`src/rtl/spi_pkg.sv`:
```
// Shared types and constants for the SPI byte master: FSM states, edge count
// per byte, minimum half-period and the edge-counter width helper.
package spi_pkg;

   typedef enum logic [1:0] {
      IDLE = 2'd0,
      XFER = 2'd1,
      DONE = 2'd2
   } state_t;

   localparam int SPI_EDGES    = 16;
   localparam int SPI_MIN_HALF = 2;

   function automatic int edge_cnt_w(input int edges);
      return $clog2(edges + 1);
   endfunction

endpackage

```
`src/rtl/spi_clk_gen.sv`:
```
// SCLK generator: half-period counter plus edge counter. Strobes lead_stb and
// trail_stb are high in the cycle whose closing clk edge registers that SCLK edge.
module spi_clk_gen
   import spi_pkg::*;
#(
   parameter int CLKS_PER_HALF_BIT = 4,
   parameter bit CPOL              = 1'b0,
   localparam int EW               = edge_cnt_w(SPI_EDGES)
) (
   input  logic          clk,
   input  logic          rst,
   input  logic          run,
   output logic          sclk,
   output logic          lead_stb,
   output logic          trail_stb,
   output logic          last_stb,
   output logic [EW-1:0] edge_cnt
);

   localparam int HW = ($clog2(CLKS_PER_HALF_BIT) < 1) ? 1 : $clog2(CLKS_PER_HALF_BIT);
   localparam logic [HW-1:0] HALF_MAX  = HW'(CLKS_PER_HALF_BIT - 1);
   localparam logic [EW-1:0] EDGE_LAST = EW'(SPI_EDGES);

   logic [HW-1:0] half_q, half_d;
   logic [EW-1:0] edge_q, edge_d;
   logic          sclk_q, sclk_d;
   logic          tick;

   // No further toggles once all 16 edges are out; the FSM leaves XFER next cycle.
   assign tick = run && (half_q == HALF_MAX) && (edge_q != EDGE_LAST);

   always_comb begin
      half_d = half_q;
      edge_d = edge_q;
      sclk_d = sclk_q;
      if (!run) begin
         half_d = '0;
         edge_d = '0;
         sclk_d = CPOL;
      end else begin
         half_d = (half_q == HALF_MAX) ? '0 : half_q + HW'(1);
         if (tick) begin
            edge_d = edge_q + EW'(1);
            sclk_d = ~sclk_q;
         end
      end
   end

   always_ff @(posedge clk or posedge rst) begin
      if (rst) begin
         half_q <= '0;
         edge_q <= '0;
         sclk_q <= CPOL;
      end else begin
         half_q <= half_d;
         edge_q <= edge_d;
         sclk_q <= sclk_d;
      end
   end

   assign sclk      = sclk_q;
   assign lead_stb  = tick && !edge_q[0];
   assign trail_stb = tick && edge_q[0];
   assign last_stb  = run && (edge_q == EDGE_LAST);
   assign edge_cnt  = edge_q;

endmodule

```
`src/rtl/spi_byte_master.sv`:
```
// Byte-wide SPI master: IDLE/XFER/DONE FSM with shift and capture registers.
// Define SPI_LSB_FIRST_EN for LSB-first transmit and receive (default MSB first).
module spi_byte_master
   import spi_pkg::*;
#(
   parameter int CLKS_PER_HALF_BIT = 4,
   parameter bit CPOL              = 1'b0,
   parameter bit CPHA              = 1'b0
) (
   input  logic       clk,
   input  logic       rst,
   input  logic [7:0] tx_byte,
   input  logic       tx_dv,
   output logic       tx_ready,
   output logic [7:0] rx_byte,
   output logic       rx_dv,
   output logic       sclk,
   output logic       mosi,
   input  logic       miso
);

   localparam int EW = edge_cnt_w(SPI_EDGES);
   localparam logic [EW-1:0] EDGE_PRE_LAST = EW'(SPI_EDGES - 1);

   if (CLKS_PER_HALF_BIT < SPI_MIN_HALF) begin : g_half_chk
      $error("spi_byte_master: CLKS_PER_HALF_BIT must be >= %0d", SPI_MIN_HALF);
   end

`ifdef SPI_LSB_FIRST_EN
   function automatic logic out_bit(input logic [7:0] v);
      return v[0];
   endfunction
   function automatic logic [7:0] shift_out(input logic [7:0] v);
      return v >> 1;
   endfunction
   function automatic logic [7:0] shift_in(input logic [7:0] v, input logic b);
      return {b, v[7:1]};
   endfunction
`else
   function automatic logic out_bit(input logic [7:0] v);
      return v[7];
   endfunction
   function automatic logic [7:0] shift_out(input logic [7:0] v);
      return v << 1;
   endfunction
   function automatic logic [7:0] shift_in(input logic [7:0] v, input logic b);
      return {v[6:0], b};
   endfunction
`endif

   state_t        state_q, state_d;
   logic [7:0]    sh_q, sh_d;
   logic [7:0]    cap_q, cap_d;
   logic [7:0]    rx_byte_q, rx_byte_d;
   logic          mosi_q, mosi_d;
   logic          lead_stb, trail_stb, last_stb;
   logic          shift_stb, sample_stb;
   logic [EW-1:0] edge_cnt;

   spi_clk_gen #(
      .CLKS_PER_HALF_BIT(CLKS_PER_HALF_BIT),
      .CPOL             (CPOL)
   ) u_clk_gen (
      .clk      (clk),
      .rst      (rst),
      .run      (state_q == XFER),
      .sclk     (sclk),
      .lead_stb (lead_stb),
      .trail_stb(trail_stb),
      .last_stb (last_stb),
      .edge_cnt (edge_cnt)
   );

   // Mode 0 presents bit 0 of the sequence at accept, so trailing edge 16 must not shift.
   assign shift_stb  = CPHA ? lead_stb : (trail_stb && (edge_cnt != EDGE_PRE_LAST));
   assign sample_stb = CPHA ? trail_stb : lead_stb;

   always_comb begin
      state_d   = state_q;
      sh_d      = sh_q;
      cap_d     = cap_q;
      rx_byte_d = rx_byte_q;
      mosi_d    = mosi_q;
      case (state_q)
         IDLE: begin
            if (tx_dv) begin
               state_d = XFER;
               if (CPHA) begin
                  sh_d = tx_byte;
               end else begin
                  mosi_d = out_bit(tx_byte);
                  sh_d   = shift_out(tx_byte);
               end
            end
         end
         XFER: begin
            if (last_stb) begin
               state_d   = DONE;
               mosi_d    = 1'b0;
               rx_byte_d = cap_q;
            end else begin
               if (shift_stb) begin
                  mosi_d = out_bit(sh_q);
                  sh_d   = shift_out(sh_q);
               end
               if (sample_stb) cap_d = shift_in(cap_q, miso);
            end
         end
         DONE:    state_d = IDLE;
         default: state_d = IDLE;
      endcase
   end

   always_ff @(posedge clk or posedge rst) begin
      if (rst) begin
         state_q   <= IDLE;
         sh_q      <= '0;
         cap_q     <= '0;
         rx_byte_q <= '0;
         mosi_q    <= 1'b0;
      end else begin
         state_q   <= state_d;
         sh_q      <= sh_d;
         cap_q     <= cap_d;
         rx_byte_q <= rx_byte_d;
         mosi_q    <= mosi_d;
      end
   end

   assign tx_ready = (state_q == IDLE);
   assign rx_dv    = (state_q == DONE);
   assign rx_byte  = rx_byte_q;
   assign mosi     = mosi_q;

endmodule

```
`config.mk`:
```
export PLATFORM = sky130hd
export DESIGN_NAME = spi_byte_master
export DESIGN_NICKNAME = d
export VERILOG_FILES = /design/src/rtl/spi_pkg.sv /design/src/rtl/spi_clk_gen.sv /design/src/rtl/spi_byte_master.sv
export SDC_FILE = /design/constraint.sdc
export NUM_CORES = 1
export LEC_CHECK = 0
export ABC_AREA = 1
export CAP_MARGIN = 0
export CORE_ASPECT_RATIO = 0.6
export CORE_MARGIN = 3
export CORE_UTILIZATION = 40
export DETAILED_ROUTE_END_ITERATION = 10
export SLEW_MARGIN = 0
export SYNTH_ARGS = -nofsm -noshare
export SYNTH_HDL_FRONTEND = slang
export SYNTH_SLANG_ARGS = --single-unit
```
`constraint.sdc`:
```
create_clock -name clk -period 2.2 [get_ports clk]
set_input_delay 0.44 -clock clk [delete_from_list [all_inputs] [get_ports clk]]
set_output_delay 0.44 -clock clk [all_outputs]
set_load 0.02 [all_outputs]
```
==> results of run 1 <==
[cell families (layout without fill, tap and decap cells)]
kind of cell,Yosys count,count (layout),share of synthesized area (%)
flip-flops,34,34,52.75
AO/OA/AOI/OAI,25,25,9.232
adder cells (fa/ha/maj),4,4,3.103
buffers and inverters,30,58,8.999
AND/OR/NAND/NOR,86,86,25.91
[cell usage after synthesis (all sizes together)]
master,instances
nor3,3
buf,4
nand3,4
o22ai,1
a21oi,1
nor2,9
inv,26
dfrtp,34
nand2,67
nand4,3
o21ai,23
ha,4
[area by class of cell]
class / count / area, um^2
timing repair buffer: 24 / 237.7
clock buffer: 7 / 86.33
fill: 350 / 1812
sequential: 34 / 850.8
multi-input combinational: 115 / 616.8
inverter: 26 / 97.59
clock inverter: 1 / 5.005
tap: 47 / 58.81
[path summary, 6_finish.rpt]
path,start,to,slack (ps),cells past startpoint
max in group asynchronous,rst,sh_q[4]$_DFFE_PP0P_,1340,3
min in group asynchronous,rst,sh_q[6]$_DFFE_PP0P_,560,3
setup reg to reg,u_clk_gen.edge_cnt[0]$_DFFE_PP0P_,cap_q[2]$_DFFE_PP0P_,370,10
setup / recovery,state_q[0]$_DFFE_PP0P_,tx_ready,220,2
hold reg to reg,u_clk_gen.half_q[0]$_DFF_PP0_,u_clk_gen.half_q[0]$_DFF_PP0_,440,1
hold / removal,u_clk_gen.half_q[0]$_DFF_PP0_,u_clk_gen.half_q[0]$_DFF_PP0_,440,1
[sequential cells by signal, indices dropped and copies added (netlist names)]
register            count
cap_q                   8
mosi                    1
rx_byte                 8
sh_q                    7
state_q                 2
u_clk_gen.edge_cnt      5
u_clk_gen.half_q        2
u_clk_gen.sclk          1
[through the flow]
step / power (mW) / instances / hold slack (ps)
6_report: 1.136 / 254 / 442.5
5_1_grt: 1.188 / 254 / 476.7
4_1_cts: 1.155 / 254 / 446.6
3_5_place_dp: 0.6866 / 246 / 435.8
3_3_place_gp: 0.6856 / 246 / 427.2
2_1_floorplan: 0.6596 / 179 / 417.6
[power by group through the flow]
stage,sequential (mW),clock [mW],combinational [mW]
final,0.635,0.462,0.0389
after global routing,0.635,0.509,0.0440
after CTS,0.635,0.480,0.0404
after detailed placement,0.646,0,0.0401
after global placement,0.646,0,0.0395
after floorplan,0.645,0,0.0144
[worst max-delay path: cells and delay by family, from the launching register on]
kind	cells	cell delay, ps
AND/OR/NAND/NOR	1	200
buffers and inverters	1	640
flip-flops	1	420
[layer usage]
layer	up-vias	track usage, %	share of wire [%]
met5	-	0	0
met4	0	6.122	1.4
met3	4	4.882	4.5
met2	18	18.00	39
met1	507	19.15	55
li1	608	-	-
==> summary.md, run 1 <==
| Metric | Value |
|---|---|
| Run status | finished, final reports clean |
| Flop pwr share | 55.9% |
| Switching component of the power | 232.5 uW |
| Worst endpoint required time | 1760 ps |
| Total of hold buffers inserted after clock tree synthesis | 0 |
| Critical path start-end classification | register to output pin |
| Yosys reg bits | 34 |
| Critical path launch point type | register |
| Net count, final | 222 |
| Buffer count from post-CTS setup fixing | 0 |
| Initial core utilization | 42.84% |
| Cell area after layout | 1953 um^2 |
| Number of nets still failing antenna checks after routing | 0 |
| Later-pin clock latency in the skew report | 280 ps |
| Residual overflow from global routing | 0 |
| CTS tree | done |
| Highest net fanout along the worst path | 3 |
| Number of port buffers | 23 |
| Post-Syn Nets | 195 |
| First-pass GRT wire length | 4.767 mm |
| Commonest cells after routing, fill and taps aside | nand2_1, dfrtp_1, inv_1 |
| Sequential-to-total area share from yosys stat | 52.75% |
| RSZ-0062 raised after global routing | false |
| Aggregate global-route resource usage | 13.43% |
| Dominant cells by area after synthesis | dfrtp_1, nand2_1, inv_1, o21ai_0, o21ai_2 |
| Post-detailed-route via-to-cell ratio | 4.476 |
| Worst clock skew | 5.601 ps |
| Combined area of all synthesized cells | 1613 um^2 |
| Data arrival time of the critical path | 1540 ps |
| Number of antenna violations at the first check in global routing | 0 |
| Share of the cycle needed by the critical path after routing | 89.79% |
| Avg WL per Cell | 11.00 um |
| Synth Area per Inst | 9.010 um^2 |
| Number of buffers created by CTS | 5 |
| End-of-flow core utilization | 51.88% |
| Setup-violating endpoint count in the final report | 0 |
| Internal | 903.4 uW |
| Count of standard-cell rows | 17 |
| Area of placed instances | 1862 um^2 |
| Cell type of the slowest stage on the worst timing path | clkdlybuf4s50_1 |
| Post-cts gate resize count | 0 |
| Core area | 3765 um^2 |
| Ys Warns | 0 |
| Cell count after synthesis | 179 |
| Leading cell type in the layout, fill and taps excluded | nand2_1 |
| Die Outline Area | 4855 um^2 |
| Library cells used by synthesis | 24 |
| Number of remaining DRC errors | 0 |
| Leak | 0.9192 nW |
| Vias in the first global route | 1,052 |
| Area grow syn2layout | 21.10% |
| Share of the synthesized area in the top cell type | 52.75% |
| Maximum clock insertion buffer count | 2 |
| Relative slew margins | 72.05% |
| Last weighted congestion value of the routability-driven placer | 0.8219 |
| Worst slack after detailed placement | 356.7 ps |
| Actual transition at the worst max-transition pin | 419.2 ps |
| Number of I/O pins | 24 |
| Cell area power density | 581.6 nW/um^2 |
| Clock root buffer | clkbuf_8 |
| Clock Sink Count | 34 |
| Sum of negative setup slack | 0 ps |
| DPL Wire Length | 2.017 mm |
| Setup WS post-layout | 224.7 ps |
| Net Sw Frac | 20.47% |
| Fraction of layout instances using a drive strength above 1 | 12.08% |
| Final count of hold timing violations | 0 |
| Die X | 87.98 um |
| Timing-limited maximum frequency | 0.5062 GHz |
| Detailed router's first-iteration violation count | 44 |
| Pin count of the biggest net entering global routing | 35 |
| Combinational cell fraction of total power | 3.4% |
| Antenna diode instance count | 0 |
| Classification of the worst-slack hold path | register to register |
| Number of maximum-capacitance constraint violations | 0 |
| Die height | 55.19 um |
| Number of H-tree levels | 2 |
| Number of iterations in the first detailed-routing pass | 4 |
| Library cell with the largest summed area after synthesis | dfrtp_1 |
| Clock-pin slew reported for the worst setup and hold paths after clock tree synthesis | 70 ps |
| Routed vias | 1,137 |
| Max incr delay on CP | 640 ps |
| Worst Setup End Kind | output pin |
| Clock power frac | 40.7% |
| Post-Route WL | 2.793 mm |
| Cell breakdown of the critical path | nor2_1, clkdlybuf4s50_1 |
| Slew Limit Fails | 0 |
| Final critical path time including I/O delays and setup | 1975 ps |
| Highest ir drop seen on vdd | 0.2183 mV |
(Power assumes the default switching activity.)
==> run 2, diff against run 1 <==
==> constraint.sdc (replaced) <==
create_clock -name clk -period 2.1 [get_ports clk]
set_input_delay 0.42 -clock clk [delete_from_list [all_inputs] [get_ports clk]]
set_output_delay 0.42 -clock clk [all_outputs]
set_load 0.02 [all_outputs]
==> run 2 against run 1 <==
Against the previous run: clock skew is 1.3 ps higher; power is 12% higher; non-clock buffer count stayed put; worst hold slack better by 3.5 ps; flip-flop and latch count stayed put; largest cell class unchanged; global-route usage is 0.075 points lower; first-iteration DRC count is 45% higher; critical endpoint unchanged; largest power group unchanged; cell count stayed put; worst setup slack worse by 75 ps; combinational power is 4% higher; highest routed layer unchanged; register-to-register slack worse by 120 ps; die area stayed put.
==> summary.md, run 2 (synthesized netlist as in run 1, its figures left out) <==
| Metric | Value |
|---|---|
| Run status | finished, final reports clean |
| CTS tree | done |
| Leading cell type in the layout, fill and taps excluded | nand2_1 |
| Actual transition at the worst max-transition pin | 419.5 ps (+0.2755 ps) |
| Share of the cycle needed by the critical path after routing | 92.89% |
| Sum of negative setup slack | 0 ps (unchanged) |
| Die height | 55.19 um (unchanged) |
| Classification of the worst-slack hold path | register to register |
| Setup WS post-layout | 149.2 ps (-75.43 ps) |
| Highest net fanout along the worst path | 3 (unchanged) |
| Cell depth of the worst flop-to-flop path | 10 (unchanged) |
| Flop pwr share | 52.5% (-3.4 points) |
| Avg WL per Cell | 11.17 um (+1.6%) |
| Post-Route WL | 2.837 mm (+1.6%) |
| Residual overflow from global routing | 0 (unchanged) |
| Final critical path time including I/O delays and setup | 1951 ps |
| Slew Limit Fails | 0 (unchanged) |
| Highest ir drop seen on vdd | 0.2812 mV (+29%) |
| Net count, final | 222 (unchanged) |
| Fraction of layout instances using a drive strength above 1 | 12.56% (+0.48 points) |
| Hold Path Depth | 1 (unchanged) |
| Antenna diode instance count | 0 (unchanged) |
| Detailed router's first-iteration violation count | 64 (+45%) |
| Max incr delay on CP | 640 ps (about the same) |
| Commonest cells after routing, fill and taps aside | nand2_1, dfrtp_1, inv_1 |
| Die X | 87.98 um (unchanged) |
| Number of standard cells in the layout, taps in and fillers out | 254 (unchanged) |
| Number of iterations in the first detailed-routing pass | 4 (unchanged) |
| Cell type of the slowest stage on the worst timing path | clkdlybuf4s50_1 |
| Worst clock skew | 6.920 ps (+1.319 ps) |
| Worst endpoint required time | 1680 ps (-80 ps) |
| Core area | 3765 um^2 (unchanged) |
| Cell breakdown of the critical path | nor2_1, clkdlybuf4s50_1 |
| Number of maximum-capacitance constraint violations | 0 (unchanged) |
| Number of buffers created by CTS | 5 (unchanged) |
| Number of remaining DRC errors | 0 (unchanged) |
| Cell area power density | 642.5 nW/um^2 (+10%) |
| RSZ-0062 raised after global routing | false |
| Placed Instances | 246 (unchanged) |
| DPL Wire Length | 2.037 mm (+1.0%) |
| Family with the most delay on the worst path | buffers and inverters |
| Count of standard-cell rows | 17 (unchanged) |
| Worst Setup End Kind | output pin |
| Critical path start-end classification | register to output pin |
| Area grow syn2layout | 22.27% |
| Leak | 0.9285 nW (+1.0%) |
| Internal | 1.013 mW (+12%) |
| Post-detailed-route via-to-cell ratio | 4.559 (+1.8%) |
| Vias in the first global route | 1,042 (-0.95%) |
| Clock Sink Count | 34 (unchanged) |
| Total of hold buffers inserted after clock tree synthesis | 0 (unchanged) |
| Post-cts gate resize count | 0 (unchanged) |
| Number of port buffers | 23 (unchanged) |
| Number of H-tree levels | 2 (unchanged) |
| Critical path launch point type | register |
| Aggregate global-route resource usage | 13.36% (-0.075 points) |
| Die Outline Area | 4855 um^2 (unchanged) |
| Number of fill cells in the layout | 347 (-0.86%) |
| Final count of hold timing violations | 0 (unchanged) |
| Buffer count from post-CTS setup fixing | 0 (unchanged) |
| Later-pin clock latency in the skew report | 290 ps (about the same) |
| First-pass GRT wire length | 4.698 mm (-1.4%) |
| Relative slew margins | 72.03% (about the same) |
| Switching component of the power | 253.9 uW (+9.2%) |
| Maximum clock insertion buffer count | 2 (unchanged) |
| Worst slack after detailed placement | 244.3 ps (-112.4 ps) |
| Clock root buffer | clkbuf_8 |
| Clock-pin slew reported for the worst setup and hold paths after clock tree synthesis | 70 ps (about the same) |
| Number of antenna violations at the first check in global routing | 0 (unchanged) |
| Combinational cell fraction of total power | 3.2% (-0.2 points) |
| Crit path depth | 2 (unchanged) |
| Combined buffer and inverter count along the critical path | 1 (unchanged) |
| Timing-limited maximum frequency | 0.5126 GHz |
| Routed vias | 1,158 (+1.8%) |
| Final total power | 1.267 mW (+12%) |
| Last weighted congestion value of the routability-driven placer | 0.8213 (about the same) |
| Setup-violating endpoint count in the final report | 0 (unchanged) |
| Pin count of the biggest net entering global routing | 35 (unchanged) |
| Data arrival time of the critical path | 1530 ps (about the same) |
| Clock power frac | 44.3% (+3.6 points) |
| Number of I/O pins | 24 (unchanged) |
| Net Sw Frac | 20.04% (-0.43 points) |
| Number of nets still failing antenna checks after routing | 0 (unchanged) |
| Initial core utilization | 42.84% (unchanged) |
[run 2: cell count changes in the layout (fill, tap and decap cells not counted)]
cell,previous run,this run
clkinv_2,1,0
clkbuf_1,1,0
clkbuf_8,6,8
[run 2: power by group through the flow]
stage / Sequential (mW) / Combinational [mW] / Clock [mW]
2_1_floorplan: 0.676 / 0.0151 / 0
3_3_place_gp: 0.677 / 0.0415 / 0
3_5_place_dp: 0.677 / 0.0420 / 0
4_1_cts: 0.665 / 0.0422 / 0.577
5_1_grt: 0.665 / 0.0462 / 0.602
6_report: 0.665 / 0.0406 / 0.562
[run 2: metal layers]
layer | up-vias | routed length (um) | GRT usage (%)
met5 | - | 0 | 0
met4 | 0 | 42 | 5.357
met3 | 5 | 109 | 6.213
met2 | 18 | 1148 | 17.75
met1 | 528 | 1537 | 18.56
li1 | 607 | - | -
[run 2: layout make-up]
type / count / area, um^2 / share of cell area (%)
well taps: 47 / 58.81 / 2.982
multi-input cells: 115 / 616.8 / 31.28
clock buffers: 8 / 110.1 / 5.584
flip-flops and latches: 34 / 850.8 / 43.15
repair buffers: 24 / 237.7 / 12.06
inverters: 26 / 97.59 / 4.949
[run 2: worst paths after layout]
check,slack (ps),start,endpoint
worst max register to register,250,u_clk_gen.edge_cnt[0]$_DFFE_PP0P_,cap_q[4]$_DFFE_PP0P_
worst max-delay path,150,state_q[0]$_DFFE_PP0P_,tx_ready
min in group asynchronous,530,rst,mosi$_DFFE_PP0P_
worst min-delay path,450,u_clk_gen.half_q[0]$_DFF_PP0_,u_clk_gen.half_q[0]$_DFF_PP0_
worst min register to register,450,u_clk_gen.half_q[0]$_DFF_PP0_,u_clk_gen.half_q[0]$_DFF_PP0_
max in group asynchronous,1260,rst,u_clk_gen.sclk$_DFFE_PP0P_
[run 2: through the flow]
| step | cell area (um^2) | hold WS, ps | util, % |
|---|---|---|---|
| floorplan | 1613 | 417.6 | - |
| global placement | 1862 | 427.2 | 49.45 |
| detailed placement | 1862 | 439.3 | 49.45 |
| CTS | 1972 | 447.9 | 52.38 |
| global route | 1972 | 468.8 | 52.38 |
| finish | 1972 | 446.0 | 52.38 |
==> run 3, diff against run 2 <==
--- a/config.mk
+++ b/config.mk
@@ -11,6 +11,7 @@
 export CORE_MARGIN = 3
 export CORE_UTILIZATION = 40
 export DETAILED_ROUTE_END_ITERATION = 10
+export GPL_TIMING_DRIVEN = 0
 export SLEW_MARGIN = 0
 export SYNTH_ARGS = -nofsm -noshare
 export SYNTH_HDL_FRONTEND = slang
==> run 3 against run 2 <==
Against the previous run: first-iteration DRC count shrank 1.6%; routed wire length is 9.3% higher; critical path depth stayed put; die area unchanged; clock power rose by 4.3%; worst hold slack improved by 5.3 ps; utilization is 0.96 points higher.
==> summary.md, run 3 (synthesized netlist as in run 1, its figures left out) <==
| Metric | Value |
|---|---|
| Run status | finished, final reports clean |
| Relative slew margins | 53.17% (-19 points) |
| Worst clock skew | 8.273 ps (+1.353 ps) |
| Number of H-tree levels | 2 (unchanged) |
| Critical path launch point type | register |
| Leak | 0.9433 nW (+1.6%) |
| Number of remaining DRC errors | 0 (unchanged) |
| Pin count of the biggest net entering global routing | 35 (unchanged) |
| Count of standard-cell rows | 17 (unchanged) |
| Final critical path time including I/O delays and setup | 1926 ps (-25.15 ps) |
| Buffer count from post-CTS setup fixing | 0 (unchanged) |
| Number of iterations in the first detailed-routing pass | 4 (unchanged) |
| Final total power | 1.290 mW (+1.8%) |
| Later-pin clock latency in the skew report | 290 ps (about the same) |
| Hold Path Depth | 1 (unchanged) |
| Final count of hold timing violations | 0 (unchanged) |
| Highest ir drop seen on vdd | 0.3016 mV (+7.3%) |
| Commonest cells after routing, fill and taps aside | nand2_1, dfrtp_1, inv_1 |
| Critical Path Start | state_q[0]$_DFFE_PP0P_ |
| Area of placed instances | 1902 um^2 (+2.2%) |
| Classification of the worst-slack hold path | register to register |
| Setup-violating endpoint count in the final report | 0 (unchanged) |
| Vias in the first global route | 1,077 (+3.4%) |
| Share of the cycle needed by the critical path after routing | 91.70% (-1.2 points) |
| Number of nets still failing antenna checks after routing | 0 (unchanged) |
| Die X | 87.98 um (unchanged) |
| RSZ-0062 raised after global routing | false |
| RR Startpoint | u_clk_gen.edge_cnt[0]$_DFFE_PP0P_ |
| Post-Route WL | 3.101 mm (+9.3%) |
| Start point of the worst hold path | u_clk_gen.half_q[0]$_DFF_PP0_ |
| Post-cts gate resize count | 0 (unchanged) |
| Top layer in use | met4 |
| Worst Setup End Kind | output pin |
| CTS tree | done |
| Worst hold margin | 451.2 ps (+5.251 ps) |
| Number of port buffers | 23 (unchanged) |
| Fraction of layout instances using a drive strength above 1 | 13.33% (+0.77 points) |
| Max incr delay on CP | 630 ps (about the same) |
| Register-to-register setup slack | 250 ps (about the same) |
| Slew Limit Fails | 0 (unchanged) |
| Cell area power density | 642.4 nW/um^2 (about the same) |
| Cell area after layout | 2008 um^2 (+1.8%) |
| Actual transition at the worst max-transition pin | 701.4 ps (+281.9 ps) |
| Post-detailed-route via-to-cell ratio | 4.696 (+3.0%) |
| End of the worst register-to-register path | sh_q[7]$_DFFE_PP0P_ |
| Number of fill cells in the layout | 346 (-0.29%) |
| First-pass GRT wire length | 5.064 mm (+7.8%) |
| Area grow syn2layout | 24.52% |
| Cell type of the slowest stage on the worst timing path | clkdlybuf4s50_1 |
| End-of-flow core utilization | 53.34% (+0.96 points) |
| Highest net fanout along the worst path | 3 (unchanged) |
| Number of maximum-capacitance constraint violations | 0 (unchanged) |
| Detailed router's first-iteration violation count | 63 (-1.6%) |
| Cell breakdown of the critical path | nor2_1, clkdlybuf4s50_1 |
| Clock-pin slew reported for the worst setup and hold paths after clock tree synthesis | 70 ps (about the same) |
| Total routed wire length on the met1 layer | 1.580 mm (+2.8%) |
| Number of buffers created by CTS | 5 (unchanged) |
| Cell depth of the worst flop-to-flop path | 9 (-1) |
| Clock Sink Count | 34 (unchanged) |
| DPL Wire Length | 2.238 mm (+9.9%) |
| Routed vias | 1,207 (+4.2%) |
| Aggregate global-route resource usage | 14.26% (+0.90 points) |
| Total of hold buffers inserted after clock tree synthesis | 0 (unchanged) |
| Timing-limited maximum frequency | 0.5193 GHz (+1.3%) |
| Residual overflow from global routing | 0 (unchanged) |
| Wire length on met3 | 132 um (+21%) |
| Last weighted congestion value of the routability-driven placer | 0.7130 (-13%) |
| Clock root buffer | clkbuf_8 |
| Worst endpoint required time | 1680 ps (about the same) |
| Number of I/O pins | 24 (unchanged) |
| Die height | 55.19 um (unchanged) |
| Data arrival time of the critical path | 1510 ps (-20 ps) |
| Core area | 3765 um^2 (unchanged) |
| Critical path start-end classification | register to output pin |
| Net count, final | 225 (+1.4%) |
| Endpoint with the worst hold slack | u_clk_gen.half_q[0]$_DFF_PP0_ |
| Initial core utilization | 42.84% (unchanged) |
| Length of routed met2 wiring | 1.328 mm (+16%) |
| Leading cell type in the layout, fill and taps excluded | nand2_1 |
| Sum of negative setup slack | 0 ps (unchanged) |
| Number of antenna violations at the first check in global routing | 0 (unchanged) |
| Maximum clock insertion buffer count | 2 (unchanged) |
| Antenna diode instance count | 0 (unchanged) |
| Die Outline Area | 4855 um^2 (unchanged) |
| Avg WL per Cell | 12.07 um (+8.0%) |
-- run 3: worst max-delay path by stage --
stage / to / slack [ps] / cells after the start
after floorplan: sh_q[3]$_DFFE_PP0P_ / 490 / 10
after global placement: u_clk_gen.sclk$_DFFE_PP0P_ / 150 / 2
after detailed placement: u_clk_gen.sclk$_DFFE_PP0P_ / 120 / 2
after CTS: tx_ready / 160 / 2
after global routing: tx_ready / 120 / 2
final: tx_ready / 170 / 2
-- run 3: stage by stage --
stage,instances,setup slack (ps)
after floorplan,179,491.6
after global placement,249,154.5
after detailed placement,249,122.5
after CTS,257,160.2
after global routing,257,122.8
final,257,174.4
-- run 3: layer usage --
layer  vias to the layer above  GRT usage, %
met5                         -             0
met4                         0         7.143
met3                         6         4.438
met2                        23         19.25
met1                       561         20.38
li1                        617             -
-- run 3: power by group --
group          internal [mW]  leakage, nW  switching [mW]
combinational         0.0203        0.460          0.0189
sequential             0.661        0.431         0.00378
clock                  0.355       0.0524           0.231
total                   1.04        0.943           0.254
-- run 3: final cells by class --
type	instances	area, um^2	area share, %
flip-flops and latches	34	850.8	42.37
multi-input cells	115	616.8	30.72
repair buffers	23	230.2	11.46
inverters	26	97.59	4.860
clock buffers	7	76.32	3.801
well taps	47	58.81	2.928
plain buffers	4	47.55	2.368
clock inverters	1	30.03	1.495
-- run 3: critical path, delay by kind of cell (launching register included) --
kind | cells | cell delay [ps]
buffers and inverters | 1 | 630
flip-flops | 1 | 420
AND/OR/NAND/NOR | 1 | 170
